File: config.mk
export PLATFORM = sky130hd
export DESIGN_NAME = xnor_term_pipe
export DESIGN_NICKNAME = d
export VERILOG_FILES = /design/src/rtl/xnor_term_pkg.sv /design/src/rtl/xnor_term_lane.sv /design/src/rtl/xnor_term_pipe.sv
export SDC_FILE = /design/constraint.sdc
export NUM_CORES = 1
export LEC_CHECK = 0
export CAP_MARGIN = 10
export CORE_UTILIZATION = 43
export DETAILED_ROUTE_END_ITERATION = 10
export PLACE_DENSITY = 0.72
export SLEW_MARGIN = 20
export SYNTH_ARGS = -nofsm -noshare
export SYNTH_HDL_FRONTEND = slang
export SYNTH_HIERARCHICAL = 1
export SYNTH_SLANG_ARGS = --single-unit
File: constraint.sdc
create_clock -name clk -period 2.1 [get_ports clk]
set_input_delay 0.315 -clock clk [delete_from_list [all_inputs] [get_ports clk]]
set_output_delay 0.315 -clock clk [all_outputs]
set_load 0.02 [all_outputs]
File: src/rtl/xnor_term_pkg.sv
// Shared constants and helpers for the xnor_term_pipe block.
package xnor_term_pkg;

    localparam logic MODE_XNOR = 1'b0;
    localparam logic MODE_XOR  = 1'b1;

    // These polarities reproduce the legacy cell: F = ~A&B&C, G = D&~E.
    localparam logic [2:0] F_POL_DEF = 3'b001;
    localparam logic [1:0] G_POL_DEF = 2'b10;

    // Increment that sticks at the all-ones value of a width-bit counter.
    function automatic logic [31:0] sat_inc(input logic [31:0] value, input int unsigned width);
        logic [31:0] max_val;
        max_val = (width >= 32) ? '1 : ((32'd1 << width) - 32'd1);
        return (value >= max_val) ? max_val : value + 32'd1;
    endfunction

endpackage

File: src/rtl/xnor_term_lane.sv
// One channel: registered polarity-programmable AND terms, then registered XNOR/XOR combine.
module xnor_term_lane
    import xnor_term_pkg::*;
#(
    parameter int WF = 3,
    parameter int WG = 2
) (
    input  logic          clk,
    input  logic          rst,
    input  logic          sample,
    input  logic          load,
    input  logic [WF-1:0] f,
    input  logic [WG-1:0] g,
    input  logic [WF-1:0] f_pol,
    input  logic [WG-1:0] g_pol,
    input  logic          mode,
    output logic          eq_next,
    output logic          eq
);

    logic f_term;
    logic g_term;

    assign eq_next = (mode == MODE_XOR) ? (f_term ^ g_term) : ~(f_term ^ g_term);

    // NOTE: registers use non-blocking assignments so every flop samples pre-edge values.
    always_ff @(posedge clk) begin
        if (rst) begin
            f_term <= 1'b0;
            g_term <= 1'b0;
            eq     <= 1'b0;
        end else begin
            if (sample) begin
                f_term <= &(f ^ f_pol);
                g_term <= &(g ^ g_pol);
            end
            if (load) begin
                eq <= eq_next;
            end
        end
    end

endmodule

File: src/rtl/xnor_term_pipe.sv
// Multi-channel XNOR-of-product-terms pipeline with run counter and threshold alarm.
// Define XNOR_TERM_STICKY_ALARM_EN to make the alarm latch until reset.
module xnor_term_pipe
    import xnor_term_pkg::*;
#(
    parameter int CH    = 4,
    parameter int WF    = 3,
    parameter int WG    = 2,
    parameter int CNT_W = 8
) (
    input  logic             clk,
    input  logic             rst,
    input  logic             in_valid,
    input  logic [CH*WF-1:0] f_in,
    input  logic [CH*WG-1:0] g_in,
    input  logic [WF-1:0]    f_pol,
    input  logic [WG-1:0]    g_pol,
    input  logic             mode,
    input  logic [CNT_W-1:0] thresh,
    output logic             out_valid,
    output logic [CH-1:0]    eq,
    output logic             all_eq,
    output logic [CNT_W-1:0] run_cnt,
    output logic             alarm
);

    logic             v1;
    logic             mode_s;
    logic [CNT_W-1:0] thresh_s;
    logic [CH-1:0]    eq_next;
    logic [CNT_W-1:0] run_cnt_next;
    logic             alarm_hit;
    logic             alarm_next;

    for (genvar c = 0; c < CH; c++) begin : g_lane
        xnor_term_lane #(
            .WF(WF),
            .WG(WG)
        ) u_lane (
            .clk     (clk),
            .rst     (rst),
            .sample  (in_valid),
            .load    (v1),
            .f       (f_in[c*WF +: WF]),
            .g       (g_in[c*WG +: WG]),
            .f_pol   (f_pol),
            .g_pol   (g_pol),
            .mode    (mode_s),
            .eq_next (eq_next[c]),
            .eq      (eq[c])
        );
    end

    // NOTE: every variable gets a default before any branch so no latch is inferred.
    always_comb begin
        run_cnt_next = run_cnt;
        if (v1) begin
            run_cnt_next = (&eq_next) ? CNT_W'(sat_inc(32'(run_cnt), CNT_W)) : '0;
        end
        alarm_hit = (thresh_s != '0) && (run_cnt_next >= thresh_s);
`ifdef XNOR_TERM_STICKY_ALARM_EN
        alarm_next = alarm | alarm_hit;
`else
        alarm_next = alarm_hit;
`endif
    end

    // Invalid gaps leave the counter untouched, so a run survives idle cycles.
    always_ff @(posedge clk) begin
        if (rst) begin
            v1        <= 1'b0;
            mode_s    <= MODE_XNOR;
            thresh_s  <= '0;
            out_valid <= 1'b0;
            all_eq    <= 1'b0;
            run_cnt   <= '0;
            alarm     <= 1'b0;
        end else begin
            v1        <= in_valid;
            out_valid <= v1;
            if (in_valid) begin
                mode_s   <= mode;
                thresh_s <= thresh;
            end
            if (v1) begin
                all_eq <= &eq_next;
            end
            run_cnt <= run_cnt_next;
            alarm   <= alarm_next;
        end
    end

endmodule
==> metrics, run 1 <==
# rows 23; WHS 0.485 ns; # H-tree levels 2; P per Cell Area 538 nW/um^2; first-pass GRT wire length 7020 um; class of the most critical hold timing path reg -> reg; Core Region 4060 um^2; area of the die 4540 um^2; Num CTS Buffers 5; clk_skew 0.00987 ns; Worst Slack Setup Final -0.308 ns; chip width 67.4 um; unrepaired setup endpoints after global routing yes; kind of end point of the critical path flop; final hold violation count 0; Detailed Route Iter0 Violations 77; detailed placer's ending HPWL 3300 um; number of setup violations in the final report 2; FF-to-FF path depth 11; maximum clock insertion buffer count 2; Setup CP Type reg -> reg; number of violations of the max-capacitance limit 0; final net count 324; combinational share of power 23.9%; remaining antenna violation count after routing 0; maximum fanout count along the critical path 7; proportion of power drawn by the clock network 30.6%; relative max-transition margin 70.4%; Global Route Usage Sum 20.8%; sequence of cells on the critical path xor3_1 > inv_1 > nand4_1 > nor2_4 > o21ai_1 > a21oi_2 > ha_1 > a21oi_1 > nor2b_1 > o21ai_0 > o21ai_1; pin count of the biggest net entering global routing 15; Antenna Cells 0; relative contribution of sequential cells to total power 45.5%; final wirelength 4360 um; startpoint kind of the worst setup timing path flop; stage delay of the slowest cell on the critical path 0.41 ns; Total Neg Setup Slack -0.476 ns; buffers plus inverters on the worst setup path 1; vias in the first global route 1561; flop and latch count out of synthesis 33; required arrival time at the worst endpoint 2.27 ns; Initial DRT Pass Iterations 4; Multi-input gate area 1130 um^2; highest-count cells in the layout ignoring fill and taps 51 x sky130_fd_sc_hd__clkdlybuf4s50_1, 28 x sky130_fd_sc_hd__dfxtp_1, 28 x sky130_fd_sc_hd__buf_4; post-CTS clock slew at the launch and capture registers of the worst setup and hold paths 0.07 ns; TritonCTS sink count 33; most common library cell in the layout ignoring fill and taps sky130_fd_sc_hd__clkdlybuf4s50_1; Max Transition Viols Final 0; number of distinct library cell variants in the gate-level netlist after synthesis 40; final critical path time including I/O delays and setup 2.41 ns; antenna violations before repair 0; fraction of layout cells with a size suffix above 1 20.8%; leakage power 0.00108 uW; Mapped Cells 191; port bufs 51; number of I/O pins 52; post-synthesis net count 237; master cell of the clock root buffer sky130_fd_sc_hd__clkbuf_8; starting utilization of the core area 45.3%; most common cell type on the critical path sky130_fd_sc_hd__o21ai_1; slew at the pin closest to its max-slew limit 0.443 ns; overall die height 67.4 um; growth of design area from synthesis to finish 50.6%; switching power share of the total 26.1%; Tcrit/Tclk final 115%; sequential standard cell area 669 um^2; Filler Cell Count 316; net switching power 388 uW; clock tree from TritonCTS done; gp weighted congestion 0.881; Ys Warns 6; CP arrival 2.58 ns; number of cells on the worst hold path 2; failing checks setup timing; run status complete, but fails checks; peak supply drop 405 uV; delay-heaviest family, CP compound AO/OA/AOI/OAI gates; proportion of synthesized chip area in sequential cells 35.9%; DRC violation count after routing 0; DR vias/cell 5.12; residual overflow from global routing 0; library cell contributing the largest single delay on the critical path sky130_fd_sc_hd__xor3_1; worst-skew pair later-pin latency 0.28 ns; Max Clock Freq 0.415 GHz; internal power 1100 uW; Stages on worst setup path 11; post-synthesis cell area 1840 um^2; mean instance size in the synthesized netlist 9.62 um^2; detailed-route via count 1686; routed length per placed instance 13.3 um
-- layout make-up --
class	instances	share of cell area (%)
flip-flops and latches	33	24.2
well taps	50	2.26
clock buffers	7	2.76
inverters	14	1.90
multi-input cells	141	41.0
repair buffers	83	27.7
clock inverters	1	0.271
-- logic make-up (layout without fill, tap and decap cells) --
kind of cell	count (synthesis)	in the layout	synth area share [%]
mux	9	9	4.90
buf+inv	17	105	3.54
fa+ha+maj	9	9	6.13
flops	33	33	35.9
simple gates	57	57	17.7
xor+xnor	24	24	14.7
compound gates	42	42	17.1
-- synth_stat cells --
master | instances | share of area (%)
sky130_fd_sc_hd__or3_1 | 1 | 0.34
sky130_fd_sc_hd__mux2i_1 | 9 | 4.9
sky130_fd_sc_hd__nand2_1 | 5 | 1.0
sky130_fd_sc_hd__ha_1 | 9 | 6.1
sky130_fd_sc_hd__nor2_1 | 17 | 3.5
sky130_fd_sc_hd__nand2b_1 | 4 | 1.4
sky130_fd_sc_hd__o21ai_0 | 9 | 2.5
sky130_fd_sc_hd__o21bai_1 | 1 | 0.41
sky130_fd_sc_hd__o22ai_1 | 2 | 0.68
sky130_fd_sc_hd__dfxtp_1 | 33 | 36
sky130_fd_sc_hd__a22oi_1 | 1 | 0.41
sky130_fd_sc_hd__inv_2 | 1 | 0.20
sky130_fd_sc_hd__nand4_1 | 4 | 1.4
sky130_fd_sc_hd__or2b_1 | 4 | 1.6
sky130_fd_sc_hd__or3b_2 | 4 | 1.9
sky130_fd_sc_hd__a22o_1 | 3 | 1.4
sky130_fd_sc_hd__nor2b_4 | 1 | 0.75
sky130_fd_sc_hd__and3_1 | 1 | 0.34
sky130_fd_sc_hd__a21o_1 | 1 | 0.41
sky130_fd_sc_hd__or4_1 | 1 | 0.41
sky130_fd_sc_hd__nor2_2 | 1 | 0.34
sky130_fd_sc_hd__o2111a_1 | 1 | 0.61
sky130_fd_sc_hd__a32o_1 | 1 | 0.54
sky130_fd_sc_hd__o32ai_1 | 5 | 2.4
sky130_fd_sc_hd__nor4_1 | 2 | 0.68
sky130_fd_sc_hd__nand3_1 | 3 | 0.82
sky130_fd_sc_hd__nand4b_1 | 1 | 0.48
sky130_fd_sc_hd__buf_2 | 1 | 0.27
sky130_fd_sc_hd__clkbuf_1 | 2 | 0.41
sky130_fd_sc_hd__and3_2 | 1 | 0.41
sky130_fd_sc_hd__inv_1 | 13 | 2.7
sky130_fd_sc_hd__xnor2_1 | 20 | 9.5
sky130_fd_sc_hd__a21oi_1 | 7 | 1.9
sky130_fd_sc_hd__a41oi_1 | 1 | 0.48
sky130_fd_sc_hd__xor3_1 | 4 | 5.2
sky130_fd_sc_hd__nor2b_1 | 7 | 2.4
sky130_fd_sc_hd__a211oi_2 | 4 | 2.7
sky130_fd_sc_hd__o41ai_1 | 4 | 1.9
sky130_fd_sc_hd__a211oi_1 | 1 | 0.41
sky130_fd_sc_hd__a31oi_1 | 1 | 0.34
-- worst min-delay path, stage by stage, from the launching register on --
cell	delay [ns]
sky130_fd_sc_hd__dfxtp_1	0.32
sky130_fd_sc_hd__a21oi_1	0.06
sky130_fd_sc_hd__nor2_1	0.07
-- stage by stage --
| stage | instances | setup slack (ns) | total power (uW) | instance area (um^2) | util (%) |
|---|---|---|---|---|---|
| global placement | 310 | -0.210 | 1020 | 2560 | 63.2 |
| detailed placement | 310 | -0.344 | 1020 | 2560 | 63.2 |
| finish | 329 | -0.308 | 1490 | 2770 | 68.2 |
| global route | 329 | -0.425 | 1570 | 2770 | 68.2 |
| CTS | 327 | -0.277 | 1490 | 2730 | 67.2 |
| floorplan | 191 | -0.106 | 855 | 1840 | - |
-- worst paths after layout --
kind	startpoint	slack, ns	endpoint
max	mode_s	-0.31	alarm
min	all_eq	0.48	all_eq
max reg2reg	mode_s	-0.31	alarm
min reg2reg	all_eq	0.48	all_eq
-- power by group through the flow --
stage                     Sequential [uW]  Combinational [uW]  Clock (uW)
after global routing                  681                 388         498
after CTS                             676                 348         468
after floorplan                       704                 151           0
after global placement                691                 328           0
final                                 677                 356         455
after detailed placement              692                 331           0
-- flip-flops by register name, summed over array words and instances (netlist names) --
register	count
g_lane.u_lane/eq	4
v1	1
out_valid	1
thresh_s	8
g_lane.u_lane/f_term	4
all_eq	1
run_cnt	8
mode_s	1
g_lane.u_lane/g_term	4
alarm	1
-- per-layer routing --
layer / wire, um / GRT usage, %
met1: 2220 / 29.5
met5: 0 / 0
met2: 1880 / 30.6
met3: 173 / 4.73
met4: 85 / 7.18
-- timing repair --
| action | CTS | global route |
|---|---|---|
| pin swaps | 6 | 3 |
| gates resized for setup | 7 | 8 |
| setup endpoints to repair | 1 | 2 |
| hold buffers | 0 | 0 |
| buffers inserted | 9 | 2 |
Note: power is estimated with default switching activity, not from simulation.
==> run 2, diff against run 1 <==
PLACE_DENSITY = 0.76   (was 0.72)
SLEW_MARGIN = default   (was 20)
==> run 2 against run 1 <==
The run still ends with setup timing left. Clock skew decreased by 0.0039 ns. Combinational power decreased by 4%. Clock power increased by 14%. Count of clock-buffer cells in the layout unchanged. First-iteration DRC count decreased by 3.9%. Register-to-register slack improved by 0.02 ns. Global-route usage about the same. Sequential power about the same. Wire length decreased by 1.3%. Non-clock buffer count decreased by 7. Power increased by 3.4%. Setup slack improved by 0.015 ns. Critical path type unchanged. Largest cell class unchanged.
==> metrics, run 2 (synthesis results as in run 1) <==
number of setup violations in the final report 1 (-1); met3 track utilization from global routing 8.11% (+3.4 points); starting utilization of the core area 45.3% (unchanged); area of the die 4540 um^2 (unchanged); peak supply drop 341 uV (-16%); Max Clock Freq 0.418 GHz (+0.64%); clock tree from TritonCTS done; P per Cell Area 567 nW/um^2 (+5.4%); Initial DRT Pass Iterations 4 (unchanged); first-pass GRT wire length 6830 um (-2.7%); TritonCTS sink count 33 (unchanged); # rows 23 (unchanged); DR vias/cell 5.12 (about the same); port bufs 51 (unchanged); global-route met1 utilization 25.0% (-4.4 points); Setup CP Type reg -> reg; Core Region 4060 um^2 (unchanged); Num CTS Buffers 5 (unchanged); top flop regs run_cnt x8, thresh_s x8; stage delay of the slowest cell on the critical path 0.42 ns (about the same); post-CTS clock slew at the launch and capture registers of the worst setup and hold paths 0.06 ns (about the same); most common library cell in the layout ignoring fill and taps sky130_fd_sc_hd__clkdlybuf4s50_1; leakage power 0.00106 uW (-2.2%); Worst Slack Setup Final -0.292 ns (+0.0154 ns); failing checks setup timing; final net count 317 (-2.2%); fraction of layout cells with a size suffix above 1 18.8% (-2.0 points); GR Layer Usage met2 32.4% (+1.7 points); routed length per placed instance 13.4 um (+0.86%); CP arrival 2.57 ns (about the same); final hold violation count 0 (unchanged); detailed placer's ending HPWL 3200 um (-2.8%); master cell of the clock root buffer sky130_fd_sc_hd__clkbuf_8; overall die height 67.4 um (unchanged); chip width 67.4 um (unchanged); pin count of the biggest net entering global routing 16 (+1); number of I/O pins 52 (unchanged); DRC violation count after routing 0 (unchanged); worst-skew pair later-pin latency 0.29 ns (about the same); class of the most critical hold timing path reg -> reg; kind of end point of the critical path flop; maximum fanout count along the critical path 6 (-1); antenna violations before repair 0 (unchanged); Antenna Cells 0 (unchanged); Tcrit/Tclk final 114% (-0.73 points); sequence of cells on the critical path xor3_1 > inv_1 > nand4_1 > nor2_4 > buf_4 > a22o_1 > ha_1 > a21o_1 > a31oi_1 > o21ai_1; required arrival time at the worst endpoint 2.28 ns (about the same); Global Route Usage Sum 20.8% (about the same); Final Instance Count excl. Fillers 322 (-2.1%); hold_buf cts 0 (unchanged); share of the core filled with cells in the final layout 66.9% (-1.3 points); run status complete, but fails checks; residual overflow from global routing 0 (unchanged); Detailed Route Iter0 Violations 74 (-3.9%); number of violations of the max-capacitance limit 0 (unchanged); vias in the first global route 1567 (+0.38%); maximum clock insertion buffer count 2 (unchanged); unrepaired setup endpoints after global routing yes; Total Neg Setup Slack -0.292 ns (+0.184 ns); library cell contributing the largest single delay on the critical path sky130_fd_sc_hd__xor3_1; Multi-input gate area 1130 um^2 (unchanged); slew at the pin closest to its max-slew limit 0.529 ns (+0.0866 ns); sequential standard cell area 666 um^2 (-0.56%); remaining antenna violation count after routing 0 (unchanged); most utilized layer in the global route result met2; Filler Cell Count 316 (unchanged); placed insts 309 (-0.32%); Max Transition Viols Final 0 (unchanged); buffers plus inverters on the worst setup path 2 (+1); startpoint kind of the worst setup timing path flop; clk_skew 0.00594 ns (-0.00393 ns); final wirelength 4300 um (-1.3%); highest-count cells in the layout ignoring fill and taps 51 x sky130_fd_sc_hd__clkdlybuf4s50_1, 31 x sky130_fd_sc_hd__dfxtp_1, 25 x sky130_fd_sc_hd__buf_4; growth of design area from synthesis to finish 47.7%; # H-tree levels 2 (unchanged); delay-heaviest family, CP compound AO/OA/AOI/OAI gates; gp weighted congestion 0.922 (+4.7%); final critical path time including I/O delays and setup 2.39 ns (-0.0154 ns); relative max-transition margin 64.6% (-5.8 points); detailed-route via count 1649 (-2.2%)
-- run 2: worst paths after layout --
path | startpoint | to | slack, ns | cells past startpoint
setup reg to reg | mode_s | alarm | -0.29 | 10
setup / recovery | mode_s | alarm | -0.29 | 10
hold reg to reg | all_eq | all_eq | 0.49 | 2
hold / removal | all_eq | all_eq | 0.49 | 2
-- run 2: through the flow --
stage,worst slack (ns),total power (uW),hold slack (ns),instance area (um^2)
finish,-0.292,1540,0.492,2710
global route,-0.452,1620,0.553,2710
CTS,-0.254,1560,0.499,2710
detailed placement,-0.350,1020,0.478,2550
global placement,-0.246,1020,0.476,2550
floorplan,-0.106,855,0.380,1840
-- run 2: metal layers --
layer | up-vias | share of wire, %
li1 | 853 | -
met1 | 735 | 47
met2 | 53 | 43
met3 | 8 | 7.7
met4 | 0 | 2.1
met5 | - | 0
-- run 2: layout make-up --
cell class,count,share of cell area [%]
multi-input cells,141,41.8
repair buffers,76,25.7
flip-flops and latches,33,24.5
clock buffers,7,3.55
well taps,50,2.31
inverters,14,1.94
clock inverters,1,0.184
-- run 2: what timing repair did --
item / 4_1_cts / 5_1_grt
resized for setup: 8 / 2
pin swaps: 7 / 2
buffers inserted: 4 / 1
endpoints found under the setup margin: 1 / 2
-- run 2: power by group --
group | switching (uW) | leakage (uW) | internal (uW)
combinational | 144 | 0.000735 | 199
sequential | 19.9 | 0.000271 | 656
clock | 223 | 0.0000542 | 296
-- run 2: worst register-to-register path: cells and delay by family, from the launching register on --
kind                       cells  cell delay [ns]
buffers and inverters          2             0.23
adders and majority gates      1             0.25
AOI/OAI and AO/OA              4             0.56
and+or+nand+nor                2             0.47
xor gates and xnor gates       1             0.43
DFF                            1             0.35
